==> src/rtl/srl_probe_pkg.sv <==
// srl_probe_pkg: state encoding and result status codes shared by the delay-line probe
package srl_probe_pkg;
  typedef enum logic [2:0] {
    S_IDLE   = 3'd0,
    S_FLUSH  = 3'd1,
    S_LAUNCH = 3'd2,
    S_WAIT   = 3'd3,
    S_CHECK  = 3'd4,
    S_DONE   = 3'd5
  } state_t;
  localparam logic [1:0] ST_OK      = 2'd0;
  localparam logic [1:0] ST_TIMEOUT = 2'd1;
  localparam logic [1:0] ST_STUCK   = 2'd2;
  localparam logic [1:0] ST_WIDTH   = 2'd3;
endpackage

==> src/rtl/srl_delay_probe.sv <==
// srl_delay_probe: flushes a delay line, launches one marker on od, measures its latency on ioq (iclk/ireset/istart/ioq in; od/obusy/odone/olatency/ostatus out)
module srl_delay_probe
  import srl_probe_pkg::*;
#(
  parameter int MAX_DELAY = 256,
  parameter int CNT_W     = 9
) (
  input  logic             iclk,
  input  logic             ireset,
  input  logic             istart,
  input  logic             ioq,
  output logic             od,
  output logic             obusy,
  output logic             odone,
  output logic [CNT_W-1:0] olatency,
  output logic [1:0]       ostatus
);
  localparam logic [CNT_W-1:0] MAX_CNT = CNT_W'(MAX_DELAY);
  state_t           r_state, w_next;
  logic [CNT_W-1:0] r_cnt;
  logic             w_at_max, w_inc;
  assign w_at_max = r_cnt == MAX_CNT;
  assign w_inc    = (r_state == S_FLUSH || r_state == S_WAIT) && w_next == r_state;
  assign od       = r_state == S_LAUNCH;
  assign obusy    = r_state inside {S_FLUSH, S_LAUNCH, S_WAIT, S_CHECK};
  assign odone    = r_state == S_DONE;
  always_comb begin
    w_next = r_state;
    unique case (r_state)
      S_IDLE:   w_next = istart ? S_FLUSH : S_IDLE;
      S_FLUSH:  w_next = !w_at_max ? S_FLUSH : ioq ? S_DONE : S_LAUNCH;
      S_LAUNCH: w_next = S_WAIT;
      S_WAIT:   w_next = ioq ? S_CHECK : w_at_max ? S_DONE : S_WAIT;
      S_CHECK:  w_next = S_DONE;
      default:  w_next = S_IDLE;
    endcase
  end
  always_ff @(posedge iclk) begin
    if (ireset) begin
      r_state  <= S_IDLE;
      r_cnt    <= '0;
      olatency <= '0;
      ostatus  <= ST_OK;
    end else begin
      r_state <= w_next;
      r_cnt   <= w_inc ? r_cnt + 1'b1 : r_state == S_LAUNCH ? CNT_W'(1) : '0;
      if (r_state == S_FLUSH && w_at_max && ioq) begin
        ostatus  <= ST_STUCK;
        olatency <= '0;
      end else if (r_state == S_WAIT && ioq) begin
        olatency <= r_cnt;
      end else if (r_state == S_WAIT && w_at_max) begin
        ostatus  <= ST_TIMEOUT;
        olatency <= MAX_CNT;
      end else if (r_state == S_CHECK) begin
        ostatus  <= ioq ? ST_WIDTH : ST_OK;
      end
    end
  end
endmodule

==> config.mk <==
export PLATFORM = sky130hd
export DESIGN_NAME = srl_delay_probe
export DESIGN_NICKNAME = d
export VERILOG_FILES = /design/src/rtl/srl_probe_pkg.sv /design/src/rtl/srl_delay_probe.sv
export SDC_FILE = /design/constraint.sdc
export NUM_CORES = 1
export LEC_CHECK = 0
export ABC_CLOCK_PERIOD_IN_PS = 2000
export BUFFER_PORTS_ARGS = -buffer_cell sky130_fd_sc_hd__clkbuf_2
export CORE_UTILIZATION = 53
export CTS_CLUSTER_SIZE = 25
export DETAILED_ROUTE_END_ITERATION = 8
export PLACE_DENSITY = 0.81
export SYNTH_ARGS = -nofsm -noshare
export SYNTH_HDL_FRONTEND = slang
export SYNTH_SLANG_ARGS = --single-unit
==> constraint.sdc <==
create_clock -name iclk -period 2 [get_ports iclk]
set_input_delay 0.5 -clock iclk [delete_from_list [all_inputs] [get_ports iclk]]
set_output_delay 0.5 -clock iclk [all_outputs]
set_load 0.05 [all_outputs]
==> flow_metrics.tcl, run 1 <==
set metrics [dict create \
    cts-root-buf "clkbuf_4" \
    grt_max_degree 14 \
    crit_family "flip-flops" \
    dp.final_hpwl_um 1550 \
    synth_area_mm2 0.00106 \
    cp.arrival_ps 1400 \
    grt-ovfl-total 0 \
    power.total_uw 748 \
    critPathBufInv 2 \
    ios 18 \
    dieArea_mm2 0.00219 \
    synthTopCellsByCount "dfxtp_1 (23), nor2_1 (17), nand2_1 (13)" \
    rows 15 \
    slowest_delay_ps 460 \
    p_leak_nw 0.450 \
    clk_pin_slew_worst_paths_ps 120 \
    syn_to_final_growth_pct 14.1 \
    worstSetupEndpointType "output pin" \
    internal_power_uw 558 \
    p_seq_frac 0.631 \
    track_usage 0.222 \
    cp.required_ps 1500 \
    cts_sinks 23 \
    seqCellArea_um2 462 \
    wl_met2_um 927 \
    antenna_found_initial 0 \
    drv_cap 0 \
    yosysSeqAreaShare 0.433 \
    wl_met1_um 1110 \
    antenna_left 0 \
    path_cells "inv_1 > nor3_2 > clkbuf_2" \
    final_util 0.673 \
    synthFlopType "dfxtp_1" \
    clockBufferDepth 2 \
    async_flop_share 0 \
    hold_viol 0 \
    cts_inserted_buffers 3 \
    worst_slew_pin_slew_ps 427 \
    cts_tree "yes" \
    drc 0 \
    grt_pass1_wl_um 3450 \
    dp_cells 167 \
    synthCells 127 \
    max_freq_mhz 527 \
    met3_length_um 78 \
    sw_frac_of_total 0.254 \
    ctsHoldBuffers 0 \
    vias_per_cell 5.49 \
    clock_latency_ps 310 \
    tns_ps 0 \
    p_comb_frac 0.087 \
    gp_congestion 0.821 \
    fin_cells 171 \
    synthTopCellsByArea "dfxtp_1 (43%), nor2_1 (6.0%), xnor2_1 (5.8%)" \
    power.switching_uw 190 \
    slew_headroom 0.715 \
    antenna_cells 0 \
    skew_ps 4.27 \
    hold_class "primary input to register" \
    num-fill-cells 164 \
    finalMaxSlewViolations 0 \
    fp.dieH_um 46.8 \
    drt-initial-drc-count 32 \
    fin_crit_sh 0.949 \
    highest_layer "met4" \
    rsz0062_at_grt "false" \
    port_buffers 17 \
    synth-edff-count 0 \
    synth_top_area_cell "dfxtp_1" \
    ys_seq_elements 23 \
    synth_cell_types 32 \
    yosysWarnings 0 \
    final_layout_size_suffix_gt1_frac 0.205 \
    final-setup-viol-count 0 \
    nNetsFinal 153 \
    h-tree-depth 1 \
    irDropWorstVdd_uv 320 \
    cp_slowest_cell "dfxtp_2" \
    yosys.area.top_type_share 0.433 \
    finalWirelength_um 2160 \
    period_needed_ps 1900 \
    core_mm2 0.00180 \
    dr.pass1.iters 4 \
    wire_per_inst_um 12.6 \
    multiInputGateArea_um2 554 \
    cp-start-kind "register" \
    start_util 0.590 \
    criticalPathCategory "register to output pin" \
    clkPwrFrac 0.282 \
    cp_max_fo 10 \
    synth.most_common_cell "dfxtp_1" \
    die-width_um 46.8 \
    grt_pass1_vias 796 \
    powerDensity_mw_per_mm2 617 \
    synth_nets 133 \
    status "finished, final reports clean" \
    syn_area_per_cell_um2 8.36 \
    num_vias 939 \
]
[power by group through the flow]
stage	Clock [mW]	Sequential, mW	Combinational [mW]
3_3_place_gp	0	0.481	0.0622
2_1_floorplan	0	0.477	0.0512
5_1_grt	0.232	0.474	0.0739
3_5_place_dp	0	0.482	0.0644
6_report	0.211	0.472	0.0650
4_1_cts	0.213	0.472	0.0648
[cell families after synthesis]
logic type               share of synthesized area
adder cells (fa/ha/maj)                     0.0236
AO/OA/AOI/OAI                                0.178
multiplexers                                0.0188
AND/OR/NAND/NOR                              0.231
flip-flops                                   0.433
buffers and inverters                       0.0495
XOR/XNOR                                    0.0660
[state kept, by name, summed over array words and instances (netlist names)]
| register | count |
|---|---|
| olatency | 9 |
| r_state | 3 |
| r_cnt | 9 |
| ostatus | 2 |
[layout make-up]
class                           count  share of cell area
Multi-Input combinational cell     91               0.457
Tap cell                           25              0.0258
Sequential cell                    23               0.381
Clock inverter                      1             0.00413
Clock buffer                        3              0.0186
Timing Repair Buffer               20              0.0888
Inverter                            8              0.0248
[metal layers]
metal / track usage / vias to the layer above
met5: 0 / -
met2: 0.319 / 26
met1: 0.325 / 437
li1: - / 471
met4: 0.120 / 0
met3: 0.0231 / 5
[layout by cell type, fill, tap and decap left out, types with 2 or more instances in the layout]
| cell type | count |
|---|---|
| nor2_1 | 17 |
| nor3_1 | 2 |
| nand2_1 | 13 |
| nand4_1 | 3 |
| clkbuf_4 | 3 |
| dfxtp_1 | 22 |
| clkbuf_2 | 17 |
| inv_1 | 8 |
| buf_4 | 3 |
| ha_1 | 2 |
| mux2i_1 | 2 |
| o21ai_0 | 11 |
| a21oi_1 | 10 |
| xnor2_1 | 7 |
| nand3_1 | 5 |
[through the flow]
stage	area [um2]	hold WS [ps]	worst slack [ps]
3_3_place_gp	1180	462	359
6_report	1210	421	102
5_1_grt	1210	414	8.80
2_1_floorplan	1070	468	129
4_1_cts	1210	410	95.1
3_5_place_dp	1180	470	311
[what timing repair did]
action | CTS | global route
gates resized for setup | 1 | 0
setup endpoints to repair | 1 | 0
buffers inserted | 0 | 0
[final timing paths]
path	startpoint	endpoint	slack (ps)	depth (start not counted)
worst max register to register	r_cnt[1]$_SDFF_PP0_	r_cnt[0]$_SDFF_PP0_	270	6
worst min-delay path	ireset	r_state[2]$_SDFF_PP0_	420	2
worst min register to register	olatency[7]$_SDFFE_PP0P_	olatency[7]$_SDFFE_PP0P_	480	2
worst max-delay path	r_state[1]$_SDFF_PP0_	od	100	3
No activity file was read; power rests on OpenSTA's default activity.
==> inputs of run 2 (changes only) <==
--- a/config.mk
+++ b/config.mk
@@ -7,10 +7,12 @@
 export LEC_CHECK = 0
 export ABC_CLOCK_PERIOD_IN_PS = 2000
 export BUFFER_PORTS_ARGS = -buffer_cell sky130_fd_sc_hd__clkbuf_2
+export CORE_ASPECT_RATIO = 0.7
 export CORE_UTILIZATION = 53
 export CTS_CLUSTER_SIZE = 25
 export DETAILED_ROUTE_END_ITERATION = 8
 export PLACE_DENSITY = 0.81
+export RECOVER_POWER = 50
 export SYNTH_ARGS = -nofsm -noshare
 export SYNTH_HDL_FRONTEND = slang
 export SYNTH_SLANG_ARGS = --single-unit
==> flow_metrics.tcl, run 2 (same netlist as run 1, synthesis figures left out) <==
set metrics [dict create \
    post_cts_buffers 0 \
    die-width_um 55.5 \
    cp-start-kind "register" \
    r2r_setup_slack_ps 190 \
    max_freq_mhz 530 \
    hold_viol 0 \
    rows 13 \
    layout_common_cells "dfxtp_1 (22), nor2_1 (17), nand2_1 (14)" \
    p_leak_nw 0.408 \
    grt-ovfl-total 0 \
    wire_per_inst_um 13.1 \
    clockBufferDepth 2 \
    num-fill-cells 175 \
    worst_slew_pin_slew_ps 596 \
    grt_pass1_vias 805 \
    rsz0062_at_grt "false" \
    syn_to_final_growth_pct 12.1 \
    clock_latency_ps 310 \
    status "finished, final reports clean" \
    finalWorstSetupSlack_ps 112 \
    final_util 0.637 \
    ctsResizeCount 1 \
    ios 18 \
    final_layout_size_suffix_gt1_frac 0.116 \
    gp_congestion 0.878 \
    pre_cts_slack_ps 312 \
    finalWirelength_um 2200 \
    slew_headroom 0.605 \
    seqCellArea_um2 462 \
    fp.dieH_um 39.5 \
    nNetsFinal 153 \
    h-tree-depth 1 \
    multiInputGateArea_um2 552 \
    finalMaxSlewViolations 0 \
    start_util 0.568 \
    num_vias 916 \
    tns_ps 0 \
    core_mm2 0.00187 \
    clk_pin_slew_worst_paths_ps 120 \
    criticalPathCategory "register to output pin" \
    irDropWorstVdd_uv 508 \
    cts_sinks 23 \
    period_needed_ps 1890 \
    antenna_cells 0 \
    fin_cells 168 \
    dp.final_hpwl_um 1680 \
    antenna_left 0 \
    dieArea_mm2 0.00219 \
    cp.arrival_ps 1390 \
    vias_per_cell 5.45 \
    dp_cells 164 \
    cp.required_ps 1500 \
    grt_max_degree 13 \
    worstSetupEndpointType "output pin" \
    layout_commonest_cell "dfxtp_1" \
    cp_max_fo 9 \
    grt_pass1_wl_um 3620 \
    drt-initial-drc-count 58 \
    antenna_found_initial 0 \
    skew_ps 4.65 \
    port_buffers 17 \
    powerDensity_mw_per_mm2 626 \
    dr.pass1.iters 4 \
    drc 0 \
    drv_cap 0 \
    track_usage 0.222 \
    final-setup-viol-count 0 \
    fin_crit_sh 0.944 \
    hold_class "primary input to register" \
    largestRegisters "olatency (9), r_cnt (9), r_state (3)" \
    ctsHoldBuffers 0 \
    cts_tree "yes" \
    cts-root-buf "clkbuf_4" \
    cts_inserted_buffers 3 \
]
run 2: per-layer routing:
metal  GRT usage  vias to the layer above  part of all wire
met3      0.0726                        2             0.062
met5           0                        -                 0
met2       0.358                       31              0.39
met4      0.0375                        0            0.0050
met1       0.297                      410              0.54
li1            -                      473                 -
run 2: final timing paths:
path / from / endpoint / cells after the start
setup / recovery: r_state[0]$_SDFF_PP0_ / obusy / 3
hold / removal: ireset / r_state[2]$_SDFF_PP0_ / 2
setup reg to reg: r_cnt[0]$_SDFF_PP0_ / r_cnt[0]$_SDFF_PP0_ / 6
hold reg to reg: olatency[6]$_SDFFE_PP0P_ / olatency[6]$_SDFFE_PP0P_ / 2
run 2: power by group:
part | internal (mW) | total (mW) | leakage (nW) | switching, mW
combinational | 0.0179 | 0.0610 | 0.207 | 0.0430
clock | 0.0780 | 0.211 | 0.0150 | 0.133
sequential | 0.463 | 0.473 | 0.186 | 0.0101
total | 0.559 | 0.746 | 0.408 | 0.186
run 2: area by class of cell:
class	count	share of cell area
Multi-Input combinational cell	91	0.463
Timing Repair Buffer	20	0.0788
Inverter	8	0.0252
Sequential cell	23	0.388
Tap cell	22	0.0231
Clock buffer	4	0.0221
run 2: per-stage QoR:
step	power [mW]	area [um2]	hold slack (ps)
after floorplan	0.528	1070	468
after global placement	0.543	1180	463
after detailed placement	0.544	1180	469
after CTS	0.750	1210	410
after global routing	0.775	1190	417
final	0.746	1190	430
run 2: worst max-delay path: stages (launching register included):
cell	delay [ps]
dfxtp_1	500
nor2_1	110
xnor2_1	160
clkbuf_2	300
==> inputs of run 3 (changes only) <==
--- a/config.mk
+++ b/config.mk
@@ -5,7 +5,7 @@
 export SDC_FILE = /design/constraint.sdc
 export NUM_CORES = 1
 export LEC_CHECK = 0
-export ABC_CLOCK_PERIOD_IN_PS = 2000
+export ABC_CLOCK_PERIOD_IN_PS = 2150
 export BUFFER_PORTS_ARGS = -buffer_cell sky130_fd_sc_hd__clkbuf_2
 export CORE_ASPECT_RATIO = 0.7
 export CORE_UTILIZATION = 53
==> constraint.sdc (replaced) <==
create_clock -name iclk -period 2.15 [get_ports iclk]
set_input_delay 0.5375 -clock iclk [delete_from_list [all_inputs] [get_ports iclk]]
set_output_delay 0.5375 -clock iclk [all_outputs]
set_load 0.05 [all_outputs]
==> flow_metrics.tcl, run 3 (same netlist as run 1, synthesis figures left out) <==
set metrics [dict create \
    holdPathEnd "r_state[2]$_SDFF_PP0_" \
    pre_cts_slack_ps 337 \
    layout_commonest_cell "dfxtp_1" \
    hold_class "primary input to register" \
    vias_per_cell 5.49 \
    final-setup-viol-count 0 \
    finalWirelength_um 2200 \
    finalMaxSlewViolations 0 \
    powerDensity_mw_per_mm2 593 \
    cp.arrival_ps 1400 \
    fin_crit_sh 0.900 \
    grt_pass1_wl_um 3580 \
    rsz0062_at_grt "false" \
    slew_headroom 0.537 \
    fp.dieH_um 39.5 \
    final_layout_size_suffix_gt1_frac 0.111 \
    criticalPathCategory "register to output pin" \
    cts_sinks 23 \
    cts_inserted_buffers 3 \
    grt_max_degree 14 \
    irDropWorstVdd_uv 335 \
    layout_common_cells "dfxtp_1 (22), nor2_1 (17), nand2_1 (14)" \
    status "finished, final reports clean" \
    nNetsFinal 151 \
    die-width_um 55.5 \
    cp_max_fo 10 \
    start_util 0.568 \
    clock_latency_ps 310 \
    grt_pass1_vias 797 \
    drc 0 \
    worstSetupEndpointType "output pin" \
    hp-start "ireset" \
    worstReg2RegStart "r_cnt[0]$_SDFF_PP0_" \
    grt-ovfl-total 0 \
    ios 18 \
    cts_tree "yes" \
    cp.required_ps 1610 \
    r2r-end "olatency[8]$_SDFFE_PP0P_" \
    r2r_setup_slack_ps 230 \
    dr.pass1.iters 4 \
    syn_to_final_growth_pct 10.0 \
    drt-initial-drc-count 46 \
    num-fill-cells 160 \
    hold_path_depth 2 \
    period_needed_ps 1930 \
    crit_family "buffers and inverters" \
    drv_cap 0 \
    h-tree-depth 1 \
    track_usage 0.221 \
    antenna_cells 0 \
    clockBufferDepth 2 \
    cp_slowest_cell "dfxtp_2" \
    critPathBufInv 2 \
    rows 13 \
    ctsResizeCount 0 \
    port_buffers 17 \
    finalWorstSetupSlack_ps 215 \
    r2r_cells 6 \
    path_cells "inv_1 > nor3_2 > clkbuf_2" \
    hold_viol 0 \
    slowest_delay_ps 430 \
    worst_slew_pin_slew_ps 690 \
    p_leak_nw 0.400 \
    largestRegisters "olatency (9), r_cnt (9), r_state (3)" \
    wire_per_inst_um 13.3 \
    post_cts_buffers 0 \
    ctsHoldBuffers 0 \
    dp.final_hpwl_um 1670 \
    max_freq_mhz 517 \
    cp-start-kind "register" \
    core_mm2 0.00187 \
    dieArea_mm2 0.00219 \
    clk_pin_slew_worst_paths_ps 130 \
    gp_congestion 0.856 \
    antenna_found_initial 0 \
    tns_ps 0 \
    num_vias 912 \
    skew_ps 11.7 \
    cts-root-buf "clkbuf_4" \
    antenna_left 0 \
]
==> run 3: how the worst max path moves through the flow <==
stage	start	end	slack [ps]	depth (start not counted)
CTS	r_state[1]$_SDFF_PP0_	od	50	3
detailed placement	r_cnt[0]$_SDFF_PP0_	olatency[3]$_SDFFE_PP0P_	340	6
floorplan	r_state[1]$_SDFF_PP0_	obusy	240	3
global placement	r_state[1]$_SDFF_PP0_	od	450	3
global route	r_cnt[0]$_SDFF_PP0_	olatency[8]$_SDFFE_PP0P_	70	6
finish	r_state[1]$_SDFF_PP0_	od	220	3
==> run 3: routing by layer <==
layer	GRT usage	wire length, um
met1	0.306	1140
met2	0.349	939
met3	0.0693	129
met4	0.0250	0
met5	0	0
==> run 3: layout make-up <==
cell class	instances	area [um2]	share of cell area
multi-input cells	91	543	0.465
flip-flops and latches	23	462	0.395
repair buffers	18	78.8	0.0675
inverters	8	30.0	0.0257
well taps	22	27.5	0.0236
clock buffers	3	22.5	0.0193
clock inverters	1	5.00	0.00428
==> run 3: worst reg2reg max path, delay by kind of cell, from the launching register on <==
family                     cells  cell delay, ps
buffers and inverters          1              80
adders and majority gates      1             140
AOI/OAI and AO/OA              1             650
and+or+nand+nor                3             550
DFF                            1             380
==> run 3: power breakdown <==
group / internal [mW] / total [mW] / switching [mW] / leakage (nW)
clock network: 0.0696 / 0.197 / 0.127 / 0.0177
logic: 0.0151 / 0.0549 / 0.0397 / 0.197
registers: 0.431 / 0.441 / 0.00979 / 0.186
total: 0.516 / 0.693 / 0.177 / 0.400
==> run 3: through the flow <==
step	utilization	total power, mW	hold slack (ps)	cells	instance area [um2]
detailed placement	0.623	0.506	472	162	1160
floorplan	-	0.491	468	127	1070
global placement	0.623	0.504	463	162	1160
finish	0.625	0.693	436	166	1170
CTS	0.637	0.700	425	166	1190
global route	0.625	0.724	444	166	1170
